## src/rtl/max7219_rx_monitor_if.sv

```systemverilog
// MAX7219 receive monitor bus: serial pins and read port from the driver side,
// shadow register file and frame events from the monitor side.
interface max7219_rx_monitor_if;
    logic       MAX7219RX_din_In;
    logic       MAX7219RX_clk_In;
    logic       MAX7219RX_ncs_In;
    logic [2:0] MAX7219RX_rdAddr_In;
    logic [7:0] MAX7219RX_rdData_Out;
    logic [7:0] MAX7219RX_decodeMode_Out;
    logic [3:0] MAX7219RX_intensity_Out;
    logic [2:0] MAX7219RX_scanLimit_Out;
    logic       MAX7219RX_shutdownN_Out;
    logic       MAX7219RX_displayTest_Out;
    logic       MAX7219RX_frameValid_Out;
    logic [3:0] MAX7219RX_frameAddr_Out;
    logic [7:0] MAX7219RX_frameData_Out;
    logic       MAX7219RX_frameErr_Out;

    modport master (
        output MAX7219RX_din_In,
        output MAX7219RX_clk_In,
        output MAX7219RX_ncs_In,
        output MAX7219RX_rdAddr_In,
        input  MAX7219RX_rdData_Out,
        input  MAX7219RX_decodeMode_Out,
        input  MAX7219RX_intensity_Out,
        input  MAX7219RX_scanLimit_Out,
        input  MAX7219RX_shutdownN_Out,
        input  MAX7219RX_displayTest_Out,
        input  MAX7219RX_frameValid_Out,
        input  MAX7219RX_frameAddr_Out,
        input  MAX7219RX_frameData_Out,
        input  MAX7219RX_frameErr_Out
    );

    modport slave (
        input  MAX7219RX_din_In,
        input  MAX7219RX_clk_In,
        input  MAX7219RX_ncs_In,
        input  MAX7219RX_rdAddr_In,
        output MAX7219RX_rdData_Out,
        output MAX7219RX_decodeMode_Out,
        output MAX7219RX_intensity_Out,
        output MAX7219RX_scanLimit_Out,
        output MAX7219RX_shutdownN_Out,
        output MAX7219RX_displayTest_Out,
        output MAX7219RX_frameValid_Out,
        output MAX7219RX_frameAddr_Out,
        output MAX7219RX_frameData_Out,
        output MAX7219RX_frameErr_Out
    );
endinterface

```

## src/rtl/max7219_rx_monitor.sv

```systemverilog
// Oversampling MAX7219 receiver: deserialises 16-bit frames from the
// DIN/CLK/NCS pins and keeps a shadow copy of the display register file.
module max7219_rx_monitor #(
    parameter int SYNC_STAGES = 2
) (
    input logic                 MAX7219RX_CLOCK_50,
    input logic                 MAX7219RX_RESET_InLow,
    max7219_rx_monitor_if.slave bus
);
    localparam int SL = SYNC_STAGES - 1;

    logic [SYNC_STAGES-1:0] clkSync;
    logic [SYNC_STAGES-1:0] dinSync;
    logic [SYNC_STAGES-1:0] ncsSync;
    logic                   clkDly;
    logic                   ncsDly;

    logic                   clkS;
    logic                   dinS;
    logic                   ncsS;
    logic                   clkRise;
    logic                   ncsRise;
    logic                   ncsFall;
    logic                   shiftEn;

    // Only the low 12 bits of a frame are ever decoded, so only they are kept.
    logic [11:0]            sr;
    logic [11:0]            srNext;
    logic [4:0]             cnt;
    logic [4:0]             cntBase;
    logic [4:0]             cntNext;
    logic                   commitNow;
    logic                   errNow;

    logic                   pendValid;
    logic                   pendErr;
    logic [3:0]             pendAddr;
    logic [7:0]             pendData;
    logic [2:0]             digIdx;

    logic [7:0]             digit [8];
    logic [7:0]             rdData;
    logic [7:0]             decodeMode;
    logic [3:0]             intensity;
    logic [2:0]             scanLimit;
    logic                   shutdownN;
    logic                   displayTest;
    logic                   frameValid;
    logic                   frameErr;
    logic [3:0]             frameAddr;
    logic [7:0]             frameData;

    // NCS resets high so a deselected bus shows no edge after reset.
    always_ff @(posedge MAX7219RX_CLOCK_50 or negedge MAX7219RX_RESET_InLow) begin
        if (!MAX7219RX_RESET_InLow) begin
            clkSync <= '0;
            dinSync <= '0;
            ncsSync <= '1;
            clkDly  <= 1'b0;
            ncsDly  <= 1'b1;
        end else begin
            clkSync <= {clkSync[SYNC_STAGES-2:0], bus.MAX7219RX_clk_In};
            dinSync <= {dinSync[SYNC_STAGES-2:0], bus.MAX7219RX_din_In};
            ncsSync <= {ncsSync[SYNC_STAGES-2:0], bus.MAX7219RX_ncs_In};
            clkDly  <= clkSync[SL];
            ncsDly  <= ncsSync[SL];
        end
    end

    assign clkS    = clkSync[SL];
    assign dinS    = dinSync[SL];
    assign ncsS    = ncsSync[SL];
    assign clkRise = clkS & ~clkDly;
    assign ncsRise = ncsS & ~ncsDly;
    assign ncsFall = ~ncsS & ncsDly;
    // A clock edge coinciding with the deselect edge still belongs to the frame.
    assign shiftEn = clkRise & ~(ncsS & ncsDly);

    always_comb begin
        cntBase = ncsFall ? 5'd0 : cnt;
        cntNext = cntBase;
        srNext  = sr;
        if (shiftEn) begin
            srNext  = {sr[10:0], dinS};
            cntNext = (cntBase >= 5'd16) ? 5'd16 : cntBase + 5'd1;
        end
        commitNow = ncsRise && (cntNext >= 5'd16);
        errNow    = ncsRise && (cntNext != 5'd0) && (cntNext < 5'd16);
    end

    always_ff @(posedge MAX7219RX_CLOCK_50 or negedge MAX7219RX_RESET_InLow) begin
        if (!MAX7219RX_RESET_InLow) begin
            sr        <= '0;
            cnt       <= '0;
            pendValid <= 1'b0;
            pendErr   <= 1'b0;
            pendAddr  <= '0;
            pendData  <= '0;
        end else begin
            sr        <= srNext;
            cnt       <= cntNext;
            pendValid <= commitNow;
            pendErr   <= errNow;
            if (commitNow) begin
                pendAddr <= srNext[11:8];
                pendData <= srNext[7:0];
            end
        end
    end

    assign digIdx = pendAddr[2:0] - 3'd1;

    always_ff @(posedge MAX7219RX_CLOCK_50 or negedge MAX7219RX_RESET_InLow) begin
        if (!MAX7219RX_RESET_InLow) begin
            for (int i = 0; i < 8; i++) begin
                digit[i] <= '0;
            end
            decodeMode  <= '0;
            intensity   <= '0;
            scanLimit   <= '0;
            shutdownN   <= 1'b0;
            displayTest <= 1'b0;
            frameValid  <= 1'b0;
            frameErr    <= 1'b0;
            frameAddr   <= '0;
            frameData   <= '0;
        end else begin
            frameValid <= pendValid;
            frameErr   <= pendErr;
            if (pendValid) begin
                frameAddr <= pendAddr;
                frameData <= pendData;
                case (pendAddr)
                    4'h1, 4'h2, 4'h3, 4'h4,
                    4'h5, 4'h6, 4'h7, 4'h8: digit[digIdx] <= pendData;
                    4'h9:    decodeMode  <= pendData;
                    4'hA:    intensity   <= pendData[3:0];
                    4'hB:    scanLimit   <= pendData[2:0];
                    4'hC:    shutdownN   <= pendData[0];
                    4'hF:    displayTest <= pendData[0];
                    default: ;
                endcase
            end
        end
    end

    always_ff @(posedge MAX7219RX_CLOCK_50 or negedge MAX7219RX_RESET_InLow) begin
        if (!MAX7219RX_RESET_InLow) begin
            rdData <= '0;
        end else begin
            rdData <= digit[bus.MAX7219RX_rdAddr_In];
        end
    end

    assign bus.MAX7219RX_rdData_Out      = rdData;
    assign bus.MAX7219RX_decodeMode_Out  = decodeMode;
    assign bus.MAX7219RX_intensity_Out   = intensity;
    assign bus.MAX7219RX_scanLimit_Out   = scanLimit;
    assign bus.MAX7219RX_shutdownN_Out   = shutdownN;
    assign bus.MAX7219RX_displayTest_Out = displayTest;
    assign bus.MAX7219RX_frameValid_Out  = frameValid;
    assign bus.MAX7219RX_frameAddr_Out   = frameAddr;
    assign bus.MAX7219RX_frameData_Out   = frameData;
    assign bus.MAX7219RX_frameErr_Out    = frameErr;
endmodule

```

## src/flat_wrapper.sv

```systemverilog
// flat-port wrapper written by rule: the top's interface ports become plain ports
module max7219_rx_monitor_flat 
#(
    parameter int SYNC_STAGES = 2
)
  (MAX7219RX_CLOCK_50, MAX7219RX_RESET_InLow, bus_MAX7219RX_din_In, bus_MAX7219RX_clk_In, bus_MAX7219RX_ncs_In, bus_MAX7219RX_rdAddr_In, bus_MAX7219RX_rdData_Out, bus_MAX7219RX_decodeMode_Out, bus_MAX7219RX_intensity_Out, bus_MAX7219RX_scanLimit_Out, bus_MAX7219RX_shutdownN_Out, bus_MAX7219RX_displayTest_Out, bus_MAX7219RX_frameValid_Out, bus_MAX7219RX_frameAddr_Out, bus_MAX7219RX_frameData_Out, bus_MAX7219RX_frameErr_Out);
  max7219_rx_monitor_if bus_i ();
  input logic MAX7219RX_CLOCK_50;
  input logic MAX7219RX_RESET_InLow;
  input wire logic [$bits(bus_i.MAX7219RX_din_In)-1:0] bus_MAX7219RX_din_In;
  input wire logic [$bits(bus_i.MAX7219RX_clk_In)-1:0] bus_MAX7219RX_clk_In;
  input wire logic [$bits(bus_i.MAX7219RX_ncs_In)-1:0] bus_MAX7219RX_ncs_In;
  input wire logic [$bits(bus_i.MAX7219RX_rdAddr_In)-1:0] bus_MAX7219RX_rdAddr_In;
  output wire logic [$bits(bus_i.MAX7219RX_rdData_Out)-1:0] bus_MAX7219RX_rdData_Out;
  output wire logic [$bits(bus_i.MAX7219RX_decodeMode_Out)-1:0] bus_MAX7219RX_decodeMode_Out;
  output wire logic [$bits(bus_i.MAX7219RX_intensity_Out)-1:0] bus_MAX7219RX_intensity_Out;
  output wire logic [$bits(bus_i.MAX7219RX_scanLimit_Out)-1:0] bus_MAX7219RX_scanLimit_Out;
  output wire logic [$bits(bus_i.MAX7219RX_shutdownN_Out)-1:0] bus_MAX7219RX_shutdownN_Out;
  output wire logic [$bits(bus_i.MAX7219RX_displayTest_Out)-1:0] bus_MAX7219RX_displayTest_Out;
  output wire logic [$bits(bus_i.MAX7219RX_frameValid_Out)-1:0] bus_MAX7219RX_frameValid_Out;
  output wire logic [$bits(bus_i.MAX7219RX_frameAddr_Out)-1:0] bus_MAX7219RX_frameAddr_Out;
  output wire logic [$bits(bus_i.MAX7219RX_frameData_Out)-1:0] bus_MAX7219RX_frameData_Out;
  output wire logic [$bits(bus_i.MAX7219RX_frameErr_Out)-1:0] bus_MAX7219RX_frameErr_Out;
  assign bus_i.MAX7219RX_din_In = bus_MAX7219RX_din_In;
  assign bus_i.MAX7219RX_clk_In = bus_MAX7219RX_clk_In;
  assign bus_i.MAX7219RX_ncs_In = bus_MAX7219RX_ncs_In;
  assign bus_i.MAX7219RX_rdAddr_In = bus_MAX7219RX_rdAddr_In;
  assign bus_MAX7219RX_rdData_Out = bus_i.MAX7219RX_rdData_Out;
  assign bus_MAX7219RX_decodeMode_Out = bus_i.MAX7219RX_decodeMode_Out;
  assign bus_MAX7219RX_intensity_Out = bus_i.MAX7219RX_intensity_Out;
  assign bus_MAX7219RX_scanLimit_Out = bus_i.MAX7219RX_scanLimit_Out;
  assign bus_MAX7219RX_shutdownN_Out = bus_i.MAX7219RX_shutdownN_Out;
  assign bus_MAX7219RX_displayTest_Out = bus_i.MAX7219RX_displayTest_Out;
  assign bus_MAX7219RX_frameValid_Out = bus_i.MAX7219RX_frameValid_Out;
  assign bus_MAX7219RX_frameAddr_Out = bus_i.MAX7219RX_frameAddr_Out;
  assign bus_MAX7219RX_frameData_Out = bus_i.MAX7219RX_frameData_Out;
  assign bus_MAX7219RX_frameErr_Out = bus_i.MAX7219RX_frameErr_Out;
  max7219_rx_monitor #(.SYNC_STAGES(SYNC_STAGES)) u_core (.MAX7219RX_CLOCK_50(MAX7219RX_CLOCK_50), .MAX7219RX_RESET_InLow(MAX7219RX_RESET_InLow), .bus(bus_i));
endmodule
```

## config.mk

```make
export PLATFORM = sky130hd
export DESIGN_NAME = max7219_rx_monitor_flat
export DESIGN_NICKNAME = d
export VERILOG_FILES = /design/src/rtl/max7219_rx_monitor_if.sv /design/src/rtl/max7219_rx_monitor.sv /design/src/flat_wrapper.sv
export SDC_FILE = /design/constraint.sdc
export NUM_CORES = 1
export LEC_CHECK = 0
export ABC_AREA = 0
export CAP_MARGIN = 20
export CORE_UTILIZATION = 44
export CTS_CLUSTER_SIZE = 10
export DETAILED_ROUTE_END_ITERATION = 8
export GPL_TIMING_DRIVEN = 0
export SLEW_MARGIN = 20
export SYNTH_ARGS = -nofsm -noshare
export SYNTH_HDL_FRONTEND = slang
export SYNTH_SLANG_ARGS = --single-unit
```

## constraint.sdc

```tcl
create_clock -name MAX7219RX_CLOCK_50 -period 5.35 [get_ports MAX7219RX_CLOCK_50]
set_clock_uncertainty 0.1 [all_clocks]
set_input_delay 0.535 -clock MAX7219RX_CLOCK_50 [delete_from_list [all_inputs] [get_ports MAX7219RX_CLOCK_50]]
set_output_delay 0.535 -clock MAX7219RX_CLOCK_50 [all_outputs]
set_load 0.01 [all_outputs]
```

; After elaboration in Yosys (flattened, before gate mapping)
; Cells that the tools add are included.
[word_totals]
input_bits = 8
reg_bits = 142
[classes]
n_eq_ne = 13
add_sub_neg = 2
n_reduce_logical = 12
muxes = 10
n_bitwise = 11
n_lt_le_gt_ge = 6
[op_table]
columns = op, n
row1 = 64-bit bitwise mux, 1
row2 = 8-bit binary-select mux with 3-bit select, 1
row3 = 8-bit demux with 3-bit select, 1
row4 = 4-bit == test (second input constant), 6
row5 = 8-bit two-way mux, 3
row6 = 4-bit by 3-bit == test with 1-bit output (second input constant), 4
row7 = 5-bit two-way mux, 3
row8 = 12-bit two-way mux, 1
row9 = 2-bit AND reduction, 6
row10 = 5-bit greater-or-equal comparator (second input constant), 2
row11 = 4-bit by 2-bit == test with 1-bit output (second input constant), 2
row12 = 4-bit greater-or-equal comparator (second input constant), 2
row13 = 3-bit inverter with 4-bit output, 2
row14 = 8-bit OR reduction, 1
row15 = 5-bit by 1-bit adder with 5-bit output (second input constant), 1
row16 = 1-bit AND, 5
row17 = 5-bit < comparator (second input constant), 1
row18 = 5-bit nonzero test, 1
row19 = 4-bit by 1-bit == test with 1-bit output (second input constant), 1
row20 = 1-bit logical AND, 4
row21 = 4-bit by 1-bit < comparator with 1-bit output (second input constant), 1
row22 = 1-bit inverter, 4
row23 = 3-bit by 1-bit subtractor with 3-bit output (second input constant), 1

; Logic depth before layout (Yosys ltp)
; Gate-level depths: netlist of run 1.
[depth]
ltp_word = 9
depth_mapped = 10

; Least setup slack after synthesis of run 1
; Ideal clock, no wire load.
[synth_timing]
path_kind = register to register
start = register u_core.ncsSync[1]
end = register u_core.pendAddr[1]
period_less_slack_ns = 2.392
arrival_time_ns = 2.168
slack_ns = 2.958
path_stages_with_launch = 11
cell_sequence = dfstp_2 > nand2b_1 > and2_1 > ha_1 > nand4_1 > ha_1 > nand3b_1 > o211ai_1 > inv_1 > buf_2 > mux2_2
[synth_between]
elab_chain_cells = 8
[synth_rtl]
columns = element, line
row1 = "start, declared", max7219_rx_monitor.sv:14  ; logic [SYNC_STAGES-1:0] ncsSync;
row2 = "start signal, assigned", max7219_rx_monitor.sv:64  ; ncsSync <= {ncsSync[SYNC_STAGES-2:0], bus.MAX7219RX_ncs_In};
row3 = 1-bit inverter, max7219_rx_monitor.sv:75  ; assign ncsFall = ~ncsS & ncsDly;
row4 = 1-bit AND, max7219_rx_monitor.sv:75
row5 = 5-bit two-way mux, max7219_rx_monitor.sv:80  ; cntBase = ncsFall ? 5'd0 : cnt;
row6 = 5-bit by 1-bit adder with 5-bit output / 5-bit greater-or-equal comparator (equally long branches), max7219_rx_monitor.sv:85  ; cntNext = (cntBase >= 5'd16) ? 5'd16 : cntBase + 5'd1;
row7 = 5-bit two-way mux, max7219_rx_monitor.sv:85
row8 = 5-bit two-way mux, max7219_rx_monitor.sv:83  ; if (shiftEn) begin
row9 = 5-bit greater-or-equal comparator, max7219_rx_monitor.sv:87  ; commitNow = ncsRise && (cntNext >= 5'd16);
row10 = 1-bit logical AND (*), max7219_rx_monitor.sv:87
row11 = net u_core.commitNow, max7219_rx_monitor.sv:32  ; logic commitNow;
row12 = "end signal, assigned", max7219_rx_monitor.sv:105  ; pendAddr <= srNext[11:8];
row13 = "end, declared", max7219_rx_monitor.sv:37  ; logic [3:0] pendAddr;
; Mark *: on every way through the listed nets, which the timed path passes. The rest lies on a longest branch.
; A chain may end at the register's enable or synchronous reset.

; Worst setup path after layout of run 1
[layout_timing]
start = register u_core.ncsSync[1]
end = register u_core.pendData[4]
[layout_between]
elab_chain_cells = 8
[layout_rtl]
columns = element, line
row1 = 1-bit inverter, max7219_rx_monitor.sv:75
row2 = 1-bit AND, max7219_rx_monitor.sv:75
row3 = 5-bit two-way mux, max7219_rx_monitor.sv:80
row4 = 5-bit by 1-bit adder with 5-bit output / 5-bit greater-or-equal comparator (equally long branches), max7219_rx_monitor.sv:85
row5 = 5-bit two-way mux, max7219_rx_monitor.sv:85
row6 = 5-bit two-way mux, max7219_rx_monitor.sv:83
row7 = 5-bit greater-or-equal comparator, max7219_rx_monitor.sv:87
row8 = 1-bit logical AND (*), max7219_rx_monitor.sv:87
row9 = net u_core.commitNow, max7219_rx_monitor.sv:32
row10 = "end signal, assigned", max7219_rx_monitor.sv:106  ; pendData <= srNext[7:0];
row11 = "end, declared", max7219_rx_monitor.sv:38  ; logic [7:0] pendData;
; Marked as above.

==> summary.md, run 1 <==
| Metric | Value |
|---|---|
| DR WL/cell | `~19 um` |
| Area Overhead vs Synth | `21.8%` |
| Main synth FF type | `dfrtp_1` |
| CTS resizes | `0` |
| First-pass GRT wire length | `20400 um` |
| Number of synthesized flops with an enable pin | `0` |
| Drt drc | `0` |
| Synth top area share | `about three fifths` |
| Seq/Total Area, Yosys | `59.6%` |
| Final WL | `around 12000 um` |
| Leakage power | `3.41 nW` |
| Most used cell, CP | `ha_1` |
| Achievable clock frequency | `0.347 GHz` |
| Reg2Reg Depth | `10` |
| Fin area | `about 7300 um2` |
| Sequential cell area | `approximately 3600 um2` |
| Commonest cells post-synth | `dfrtp_1 (139), mux2_2 (116), mux4_2 (16)` |
| Vias in the first global route | `3707` |
| Core area | `about 13000 um2` |
| Die ar. | `approximately 14000 um2` |
| Crit path capture type | `flip-flop` |
| Period utilisation layout | `between 50% and 60%` |
| Clk buf depth | `2` |
| Clock root buffer master | `clkbuf_16` |
| 1st-iter DRT viols | `between 90 and 100` |
| Asr flop ratio synth | `100%` |
| Area after DPL | `between 6000 and 7000 um2` |
| Post-route ant nets | `0` |
| TritonCTS clock tree | `done` |
| Worst Setup EP | `u_core.pendData[4]` |
| Cells after Synth | `385` |
| Sequential Power Share | `a little over two fifths` |
| Status | `finished clean` |
| N_diodes | `0` |
| CP startpoint | `u_core.ncsSync[1]` |
| Hold Vio Cnt, Final | `0` |
| Crit path kind | `reg -> reg` |
| Number of cells on the critical path | `10` |
| GR Util All Layers | `19.7%` |
| Slowest cell on the critical path | `dfstp_2` |
| Clock tree sinks | `142` |
| Tmin final | `2.89 ns` |
| Total number of vias | `between 3k and 4k` |
| Clock edge transition at the registers on the reported setup and hold paths | `approximately 0.05 ns` |
| Yosys top cell by area | `dfrtp_1` |
| Post-CTS Setup Bufs | `0` |
| Slew headroom | `around a third` |
| IR Drop Worst-Case VDD | `221 uV` |
| Starting Density | `roughly 45%` |
| Synth Area per Inst | `roughly 16 um2` |
| Post-Syn Area | `5970 um2` |
| Pin count of the biggest net entering global routing | `93` |
| Port Buffer Count | `43` |
| Grt ovf | `0` |
| Cells along the critical path | `nand2b_1 -> and2_1 -> ha_1 -> nand4_1 -> ha_1 -> nand3b_1 -> o211ai_1 -> inv_1 -> buf_2 -> mux2_2` |
| # Max-Cap Violations | `0` |
| Post-layout net count | `approximately 460` |
| Row count | `42` |
| Flop-to-flop setup slack | `2.46 ns` |
| Synthesis warning total | `0` |
| Syn nets | `roughly 400` |
| Top delay family on crit path | `simple AND/OR/NAND/NOR gates` |
| Critical Path Max Stage Delay | `0.57 ns` |
| Slew Limit Fails | `0` |
| Htree depth | `4` |
| CP Data Arrival Time | `just over 3 ns` |
| P per Cell Area | `401 nW/um2` |
| Switching Fraction | `approximately a quarter` |
| Synth cell types | `37` |
| Post-Place Setup Slack | `around 2.5 ns` |
| Fillers | `about 1.1k` |
| Die Y | `119 um` |
| Placer Congestion | `between 0.7 and 0.8` |
| Combinational share of power | `about 17%` |
| Finish-stage setup viols | `0` |
| Initial antenna violation count | `0` |
| Multi-input gate area | `2300 um2` |
| Psw | `0.763 mW` |
| RSZ-0062 raised after global routing | `no` |
| Startpoint class of the critical path | `flip-flop` |
| Most common cell in the netlist | `dfrtp_1` |
| Pint | `~2.2 mW` |
| Die width | `between 100 and 150 um` |
| Yosys reg bits | `between 100 and 150` |
| Share of cells above drive strength 1 | `roughly two fifths` |
| FF-to-FF End | `u_core.pendData[4]` |
| Critical Path RT | `roughly 5.5 ns` |
| Clk Latency, worst-skew pair | `0.41 ns` |
| Ports | `47` |
| Worst Slack Setup Final | `between 2 and 2.5 ns` |
| Pre-antenna DRT Iters | `4` |
| Min-delay worst type | `reg -> reg` |
| FF-to-FF Start | `u_core.ncsSync[1]` |
| Clock Power Share | `39.8%` |
| DP HPWL | `about 7900 um` |
| Area contributors post-synth | `dfrtp_1 (58%), mux2_2 (22%), mux4_2 (6.0%)` |
| Setup TNS | `0 ns` |
| Largest fanout on the critical path | `10` |
| Pin slew with the least headroom to its limit | `slightly below 1 ns` |
| Vias per inst | `between 5 and 6` |
| Critical path buffers and inverters | `2` |
| Inserted Clock Buffers | `17` |
-- stage by stage --
stage	cells	power, mW	utilization (%)	hold WS (ns)
after global placement	604	1.75	50.0	0.235
after floorplan	385	1.56	-	0.139
final	638	2.91	54.9	0.248
after global routing	638	3.05	54.9	0.257
after detailed placement	605	1.77	50.4	0.237
after CTS	638	2.95	54.9	0.249
-- flip-flops by register name (all words and copies together), names as in the netlist, 2 cells and up --
signal                               cells
u_core.cnt                               5
u_core.clkSync                           2
u_core.pendAddr                          4
u_core.bus.MAX7219RX_intensity_Out       4
u_core.digit                            64
u_core.ncsSync                           2
u_core.bus.MAX7219RX_rdData_Out          8
u_core.dinSync                           2
u_core.bus.MAX7219RX_frameAddr_Out       4
u_core.bus.MAX7219RX_scanLimit_Out       3
u_core.sr                               12
u_core.bus.MAX7219RX_frameData_Out       8
u_core.pendData                          8
u_core.bus.MAX7219RX_decodeMode_Out      8
-- placed cells by master, fill, tap and decap left out, types with 3 or more instances in the layout --
cell type,netlist,layout
and2_1,4,4
buf_2,5,5
clkbuf_1,14,19
clkbuf_16,0,17
clkbuf_8,0,5
clkdlybuf4s50_1,0,42
dfrtp_1,139,139
dfstp_2,3,3
ha_1,6,6
inv_1,7,7
mux2_2,116,116
mux2_4,8,8
mux4_2,16,16
nand2_1,11,11
nand3_1,6,6
nand4_1,3,3
nor2_1,6,6
nor2b_1,3,3
nor3_2,3,3
o21ai_0,7,7
-- power by group through the flow --
stage | Sequential [mW] | Clock [mW] | Combinational (mW)
global placement | 1.28 | 0 | 0.472
finish | 1.27 | 1.16 | 0.484
CTS | 1.27 | 1.19 | 0.491
global route | 1.29 | 1.23 | 0.531
detailed placement | 1.29 | 0 | 0.488
floorplan | 1.28 | 0 | 0.280
-- cells by family after synthesis --
| family | synth area share (%) |
|---|---|
| compound gates | 2.03 |
| mux | 29.9 |
| flops | 59.6 |
| simple gates | 4.99 |
| fa+ha+maj | 1.26 |
| buf+inv | 2.24 |
-- final cells by class --
type / instances / share of cell area [%]
inverters: 7 / 0.361
well taps: 176 / 3.03
multi-input cells: 213 / 31.6
clock inverters: 5 / 1.07
flip-flops and latches: 142 / 48.9
plain buffers: 23 / 1.48
clock buffers: 27 / 7.05
repair buffers: 45 / 6.50
-- timing repair --
item                                   CTS  global route
hold buffers                             1             0
endpoints found under the hold margin   47             0
setup endpoints to repair                0             0
-- how the worst min path moves through the flow --
stage                     slack (ns)                                     end  depth (start not counted)             startpoint
after floorplan                 0.14  u_core.bus.MAX7219RX_decodeMode_Out[0]                          0  MAX7219RX_RESET_InLow
after detailed placement        0.24                       u_core.dinSync[1]                          0      u_core.dinSync[0]
after global routing            0.26                       u_core.ncsSync[1]                          0      u_core.ncsSync[0]
after CTS                       0.25                       u_core.dinSync[1]                          0      u_core.dinSync[0]
final                           0.25                       u_core.clkSync[1]                          0      u_core.clkSync[0]
after global placement          0.23                       u_core.clkSync[1]                          0      u_core.clkSync[0]
-- metal layers --
layer	vias up	share of wire [%]	track usage, %
li1	1525	-	-
met1	1727	47	26.6
met2	69	48	30.3
met3	13	4.3	6.18
met4	0	1.1	6.65
met5	-	0	0
Note: power is estimated with default switching activity, not from simulation.
==> inputs of run 2 (changes only) <==
--- a/config.mk
+++ b/config.mk
@@ -11,6 +11,7 @@
 export CTS_CLUSTER_SIZE = 10
 export DETAILED_ROUTE_END_ITERATION = 8
 export GPL_TIMING_DRIVEN = 0
+export PLACE_DENSITY = 0.65
 export SLEW_MARGIN = 20
 export SYNTH_ARGS = -nofsm -noshare
 export SYNTH_HDL_FRONTEND = slang
==> constraint.sdc (replaced) <==
create_clock -name MAX7219RX_CLOCK_50 -period 2.4 [get_ports MAX7219RX_CLOCK_50]
set_clock_uncertainty 0.1 [all_clocks]
set_input_delay 0.24 -clock MAX7219RX_CLOCK_50 [delete_from_list [all_inputs] [get_ports MAX7219RX_CLOCK_50]]
set_output_delay 0.24 -clock MAX7219RX_CLOCK_50 [all_outputs]
set_load 0.01 [all_outputs]
==> run 2 against run 1 <==
  * The run now ends with setup timing left
  * Combinational power grew to 2.6 times the previous value
  * Wire length up 1.9%
  * Largest cell class unchanged
  * Count of clock-buffer cells in the layout is 1 higher
==> summary.md, run 2 (same netlist as run 1, synthesis figures left out) <==
| Metric | Value |
|---|---|
| Largest registers | `u_core.digit: 64 flops, u_core.sr: 12 flops` |
| Vias per inst | `5.34 (+2.2%)` |
| Critical Path RT | `2.59 ns (-2.95 ns)` |
| Crit path kind | `reg -> reg` |
| Fin area | `7570 um2 (+4.1%)` |
| Achievable clock frequency | `0.416 GHz (+20%)` |
| Leakage power | `3.53 nW (+3.7%)` |
| Largest fanout on the critical path | `7 (-3)` |
| CP Data Arrival Time | `2.60 ns (-0.48 ns)` |
| Post-layout net count | `479 (+3.5%)` |
| Drt drc | `0 (unchanged)` |
| Total Power | `6.61 mW (+130%)` |
| Area Overhead vs Synth | `26.8%` |
| Crit path capture type | `flip-flop` |
| Worst Slack Setup Final | `-0.00158 ns (-2.47 ns)` |
| Commonest non-fill, non-tap cell in the layout | `dfrtp_1` |
| N_diodes | `0 (unchanged)` |
| Pre-antenna DRT Iters | `4 (unchanged)` |
| Die Y | `119 um (unchanged)` |
| Area after DPL | `6670 um2 (unchanged)` |
| Min-delay worst type | `in -> reg` |
| Flop-to-flop setup slack | `-0.002 ns (-2.47 ns)` |
| TritonCTS clock tree | `done` |
| Slowest cell on the critical path | `dfstp_2` |
| Slew headroom | `55.2% (+22 points)` |
| 1st-iter DRT viols | `138 (+41%)` |
| Grt ovf | `0 (unchanged)` |
| IR Drop Worst-Case VDD | `502 uV (+130%)` |
| Post-route ant nets | `0 (unchanged)` |
| Finish-stage setup viols | `1 (+1)` |
| Htree depth | `4 (unchanged)` |
| Period utilisation layout | `100% (+46 points)` |
| Slew Limit Fails | `0 (unchanged)` |
| Clk Latency, worst-skew pair | `0.41 ns (about the same)` |
| Clock tree sinks | `142 (unchanged)` |
| Core area | `13200 um2 (unchanged)` |
| Row count | `42 (unchanged)` |
| Max reg flops | `64 (unchanged)` |
| Placer Congestion | `0.788 (+1.2%)` |
| P per Cell Area | `873 nW/um2 (+120%)` |
| Share of cells above drive strength 1 | `45.2% (+4.5 points)` |
| Ports | `47 (unchanged)` |
| Tmin final | `2.40 ns (-0.484 ns)` |
| Critical Path Max Stage Delay | `0.53 ns (-0.04 ns)` |
| Final WL | `12500 um (+1.9%)` |
| Clock edge transition at the registers on the reported setup and hold paths | `0.06 ns (about the same)` |
| Pin count of the biggest net entering global routing | `95 (+2.2%)` |
| # Max-Cap Violations | `0 (unchanged)` |
| Inserted Clock Buffers | `17 (unchanged)` |
| DP HPWL | `7700 um (-2.7%)` |
| Initial antenna violation count | `0 (unchanged)` |
| Status | `complete, but fails checks` |
| Total number of vias | `3492 (+4.7%)` |
| Die ar. | `14000 um2 (unchanged)` |
| Clk buf depth | `2 (unchanged)` |
| First-pass GRT wire length | `20300 um (-0.61%)` |
| Port Buffer Count | `43 (unchanged)` |
| Failing checks | `setup timing` |
| Startpoint class of the critical path | `flip-flop` |
| Vias in the first global route | `3810 (+2.8%)` |
| Clock root buffer master | `clkbuf_16` |
| GR Util All Layers | `19.3% (-0.42 points)` |
| Register with the most flip-flops | `u_core.digit` |
| Most frequent cells in the layout | `dfrtp_1 (138), mux2_2 (109), clkdlybuf4s50_1 (42)` |
| Starting Density | `45.1% (unchanged)` |
| Setup TNS | `-0.00158 ns (-0.00158 ns)` |
| DR WL/cell | `19.1 um (-0.61%)` |
| RSZ-0062 raised after global routing | `yes` |
| Cells along the critical path | `nand2b_4 -> and2_4 -> ha_4 -> nand4_1 -> ha_2 -> nand3b_1 -> o211ai_1 -> inv_2 -> buf_8 -> mux2_2` |
| Die width | `119 um (unchanged)` |
| Hold Vio Cnt, Final | `0 (unchanged)` |
| Pin slew with the least headroom to its limit | `0.672 ns (-0.318 ns)` |
| Fillers | `1065 (-4.6%)` |
| Post-Place Setup Slack | `-0.382 ns (-2.88 ns)` |
run 2: cell count changes in the layout (fill, tap and decap cells not counted), moves of 3 or more:
| cell | change |
|---|---|
| ha_1 | -3 |
| buf_4 | +12 |
| buf_12 | +3 |
| mux2_4 | +7 |
| nor3_4 | +3 |
| mux2_2 | -7 |
| nor3_2 | -3 |
run 2: per-layer routing:
| metal | vias up | part of all wire (%) | track usage (%) | wire length, um |
|---|---|---|---|---|
| met5 | - | 0 | 0 | 0 |
| met1 | 1859 | 47 | 25.6 | 5840 |
| met4 | 0 | 1.8 | 8.07 | 225 |
| met3 | 18 | 3.8 | 4.58 | 475 |
| li1 | 1549 | - | - | - |
| met2 | 66 | 48 | 30.5 | 5950 |
run 2: layout make-up:
type	instances	area (um2)	area share, %
Multi-Input combinational cell	213	2420	31.9
Sequential cell	142	3560	47.0
Clock inverter	4	50.0	0.661
Buffer	22	114	1.50
Timing Repair Buffer	62	659	8.71
Tap cell	176	220	2.91
Clock buffer	28	527	6.96
Inverter	7	26.3	0.347
run 2: power breakdown:
part           internal, mW  leakage [nW]  switching, mW
sequential             2.66          1.92          0.164
clock                  1.59         0.277          0.929
combinational         0.563          1.33          0.700
total                  4.82          3.53           1.79
run 2: final timing paths:
kind,start,end,cells past startpoint
max,u_core.ncsSync[1],u_core.pendData[4],10
min reg2reg,u_core.clkSync[0],u_core.clkSync[1],0
max reg2reg,u_core.ncsSync[1],u_core.pendData[4],10
min,bus_MAX7219RX_ncs_In,u_core.ncsSync[0],1
max in group asynchronous,MAX7219RX_RESET_InLow,u_core.pendAddr[0],3
min in group asynchronous,MAX7219RX_RESET_InLow,u_core.cnt[2],2
run 2: metrics by stage:
| step | hold WS (ns) | cells | utilization (%) |
|---|---|---|---|
| after CTS | 0.119 | 647 | 55.9 |
| after floorplan | -0.156 | 385 | - |
| after global routing | 0.120 | 654 | 57.2 |
| after global placement | 0.238 | 604 | 50.0 |
| after detailed placement | 0.0826 | 605 | 50.4 |
| final | 0.130 | 654 | 57.2 |
run 2: critical path, delay by kind of cell, from the launching register on:
| family | cells | cell delay (ns) |
|---|---|---|
| flip-flops | 1 | 0.53 |
| buffers and inverters | 2 | 0.28 |
| AO/OA/AOI/OAI | 1 | 0.13 |
| multiplexers | 1 | 0.34 |
| AND/OR/NAND/NOR | 4 | 0.54 |
| adder cells (fa/ha/maj) | 2 | 0.36 |
run 2: repair_timing:
item                                   4_1_cts  5_1_grt
hold buffers                                 1        0
resized for setup                           16       15
cloned                                       0        1
endpoints found under the hold margin       48        0
pin swaps                                    5        5
setup buffers                               10        6
setup endpoints to repair                   77       51
==> inputs of run 3 (changes only) <==
--- a/config.mk
+++ b/config.mk
@@ -7,11 +7,13 @@
 export LEC_CHECK = 0
 export ABC_AREA = 0
 export CAP_MARGIN = 20
+export CORE_MARGIN = 8
 export CORE_UTILIZATION = 44
 export CTS_CLUSTER_SIZE = 10
 export DETAILED_ROUTE_END_ITERATION = 8
 export GPL_TIMING_DRIVEN = 0
 export PLACE_DENSITY = 0.65
+export SETUP_SLACK_MARGIN = 0.3
 export SLEW_MARGIN = 20
 export SYNTH_ARGS = -nofsm -noshare
 export SYNTH_HDL_FRONTEND = slang
==> run 3 against run 2 <==
  * The run now ends clean
  * Critical path depth stayed put
  * Power is 7.5% higher
  * Hold slack better by 0.0033 ns
  * Non-clock buffer count is 4 higher
  * Sequential share of layout area is 2.3 points lower
  * Count of clock-buffer cells in the layout is 6 lower
  * First-iteration DRC count is 37% higher
  * Cell area is 5.1% higher
  * Combinational power is 14% higher
  * Register-to-register slack better by 0.07 ns
  * Die area is 25% higher
  * Setup slack better by 0.068 ns
  * Critical path type unchanged
  * Critical endpoint is now u_core.pendData[6]
  * Largest cell class unchanged
==> summary.md, run 3 (same netlist as run 1, synthesis figures left out) <==
| Metric | Value |
|---|---|
| Status | `finished clean` |
| IR Drop Worst-Case VDD | `556 uV (+11%)` |
| Core area | `13200 um2 (unchanged)` |
| CP Data Arrival Time | `2.53 ns (-0.07 ns)` |
| Pin slew with the least headroom to its limit | `0.687 ns (+0.0148 ns)` |
| Total Power | `7.11 mW (+7.5%)` |
| Pre-antenna DRT Iters | `5 (+1)` |
| Achievable clock frequency | `0.429 GHz (+2.9%)` |
| Area Overhead vs Synth | `33.2%` |
| Combinational share of power | `20.3% (+1.2 points)` |
| TritonCTS clock tree | `done` |
| DR WL/cell | `20.1 um (+5.0%)` |
| Min-delay worst type | `in -> reg` |
| Fin area | `7960 um2 (+5.1%)` |
| Row count | `42 (unchanged)` |
| Die width | `133 um (+12%)` |
| Finish-stage setup viols | `0 (-1)` |
| RSZ-0062 raised after global routing | `yes` |
| Final WL | `13200 um (+5.5%)` |
| Multi-input gate area | `2660 um2 (+10%)` |
| GR Util All Layers | `15.6% (-3.7 points)` |
| N_diodes | `0 (unchanged)` |
| Commonest non-fill, non-tap cell in the layout | `dfrtp_1` |
| Critical path buffers and inverters | `2 (unchanged)` |
| Largest fanout on the critical path | `10 (+3)` |
| Period utilisation layout | `97.2% (-2.8 points)` |
| Placer Congestion | `0.793 (+0.62%)` |
| Ports | `47 (unchanged)` |
| 1st-iter DRT viols | `189 (+37%)` |
| Die ar. | `17600 um2 (+25%)` |
| Fin util | `60.1% (+2.9 points)` |
| Cells after DPL | `605 (unchanged)` |
| Grt ovf | `0 (unchanged)` |
| Sequential cell area | `3560 um2 (about the same)` |
| Most frequent cells in the layout | `dfrtp_1 (137), mux2_2 (66), mux2_4 (58)` |
| Vias in the first global route | `3817 (+0.18%)` |
| Clock Power Share | `39.8% (+1.7 points)` |
| Clk buf depth | `2 (unchanged)` |
| Total number of vias | `3472 (-0.57%)` |
| Pint | `5.18 mW (+7.5%)` |
| Clock root buffer master | `clkbuf_16` |
| Clock edge transition at the registers on the reported setup and hold paths | `0.06 ns (about the same)` |
| P per Cell Area | `893 nW/um2 (+2.3%)` |
| Post-route ant nets | `0 (unchanged)` |
| Hold Vio Cnt, Final | `0 (unchanged)` |
| Startpoint class of the critical path | `flip-flop` |
| First-pass GRT wire length | `21300 um (+5.1%)` |
| Die Y | `133 um (+12%)` |
| Critical Path RT | `2.59 ns (about the same)` |
| Post-Layout Cell Count | `657 (+0.46%)` |
| Hold Slack | `0.133 ns (+0.00325 ns)` |
| Pin count of the biggest net entering global routing | `74 (-22%)` |
| Initial antenna violation count | `0 (unchanged)` |
| # Max-Cap Violations | `0 (unchanged)` |
| Share of cells above drive strength 1 | `49.1% (+3.9 points)` |
| Switching Fraction | `27.1% (+0.031 points)` |
| Drt drc | `0 (unchanged)` |
| Sequential Power Share | `40.0% (-2.8 points)` |
| Htree depth | `4 (unchanged)` |
| Crit path capture type | `flip-flop` |
| Fillers | `1019 (-4.3%)` |
| Slew Limit Fails | `0 (unchanged)` |
| Inserted Clock Buffers | `17 (unchanged)` |
| Psw | `1.93 mW (+7.6%)` |
| Cells along the critical path | `nand2b_4 -> and2_4 -> ha_4 -> nand4_1 -> ha_2 -> nand3b_1 -> o211ai_1 -> inv_2 -> buf_8 -> mux2_2` |
| Register with the most flip-flops | `u_core.digit` |
| Crit path kind | `reg -> reg` |
| Port Buffer Count | `43 (unchanged)` |
| Vias per inst | `5.28 (-1.0%)` |
| DP HPWL | `8030 um (+4.4%)` |
| Tmin final | `2.33 ns (-0.0683 ns)` |
| Largest registers | `u_core.digit: 64 flops, u_core.sr: 12 flops` |
| Slowest cell on the critical path | `dfstp_2` |
| Leakage power | `3.63 nW (+2.9%)` |
| Slew headroom | `54.2% (-0.99 points)` |
| Critical Path Max Stage Delay | `0.53 ns (about the same)` |
| Clock tree sinks | `142 (unchanged)` |
| Top delay family on crit path | `flip-flops` |
| Area after DPL | `6740 um2 (+1.0%)` |
| Starting Density | `45.1% (unchanged)` |
| Max reg flops | `64 (unchanged)` |
| Clk Latency, worst-skew pair | `0.41 ns (about the same)` |
| Post-layout net count | `483 (+0.84%)` |
run 3: cell types whose count changed in the layout (fill, tap and decap cells not counted), moves of 3 or more:
cell,change
ha_1,-3
buf_12,+4
bufinv_16,+3
mux2_4,+43
mux2_2,-43
clkbuf_1,-5
ha_4,+3
run 3: routing by layer:
metal  track usage [%]  part of all wire [%]
met1              19.7                    46
met2              24.8                    47
met3              5.41                   5.3
met4              4.92                   1.2
met5                 0                     0
run 3: area by class of cell:
class	instances	share of cell area (%)
plain buffers	23	1.73
clock buffers	22	6.09
multi-input cells	213	33.4
repair buffers	65	8.87
clock inverters	9	1.98
well taps	176	2.77
flip-flops and latches	142	44.7
inverters	7	0.393
run 3: worst paths after layout:
| check | to | slack, ns | cells after the start | start |
|---|---|---|---|---|
| min in group asynchronous | u_core.bus.MAX7219RX_frameErr_Out | 0.30 | 2 | MAX7219RX_RESET_InLow |
| worst max register to register | u_core.pendData[6] | 0.07 | 10 | u_core.ncsSync[1] |
| worst min-delay path | u_core.ncsSync[0] | 0.13 | 1 | bus_MAX7219RX_ncs_In |
| max in group asynchronous | u_core.digit[16] | 1.16 | 3 | MAX7219RX_RESET_InLow |
| worst min register to register | u_core.clkSync[1] | 0.25 | 0 | u_core.clkSync[0] |
| worst max-delay path | u_core.pendData[6] | 0.07 | 10 | u_core.ncsSync[1] |
run 3: power by group through the flow:
stage	Clock [mW]	Sequential, mW	Combinational, mW
floorplan	0	2.85	0.699
global placement	0	2.86	1.12
detailed placement	0	2.86	1.15
CTS	2.88	2.84	1.37
global route	2.98	2.88	1.55
finish	2.83	2.84	1.44
run 3: timing repair:
item | CTS | global route
hold buffers | 1 | 0
gates resized for setup | 29 | 57
pin swaps | 14 | 10
endpoints found under the setup margin | 78 | 86
hold endpoints to repair | 69 | 0
buffers inserted | 17 | 3
run 3: per-stage QoR:
step	worst slack [ns]	setup TNS, ns
2_1_floorplan	0.190	0
4_1_cts	0.106	0
5_1_grt	-0.0299	-0.180
3_5_place_dp	-0.0973	-2.50
6_report	0.0667	0
3_3_place_gp	-4.65	-654.75
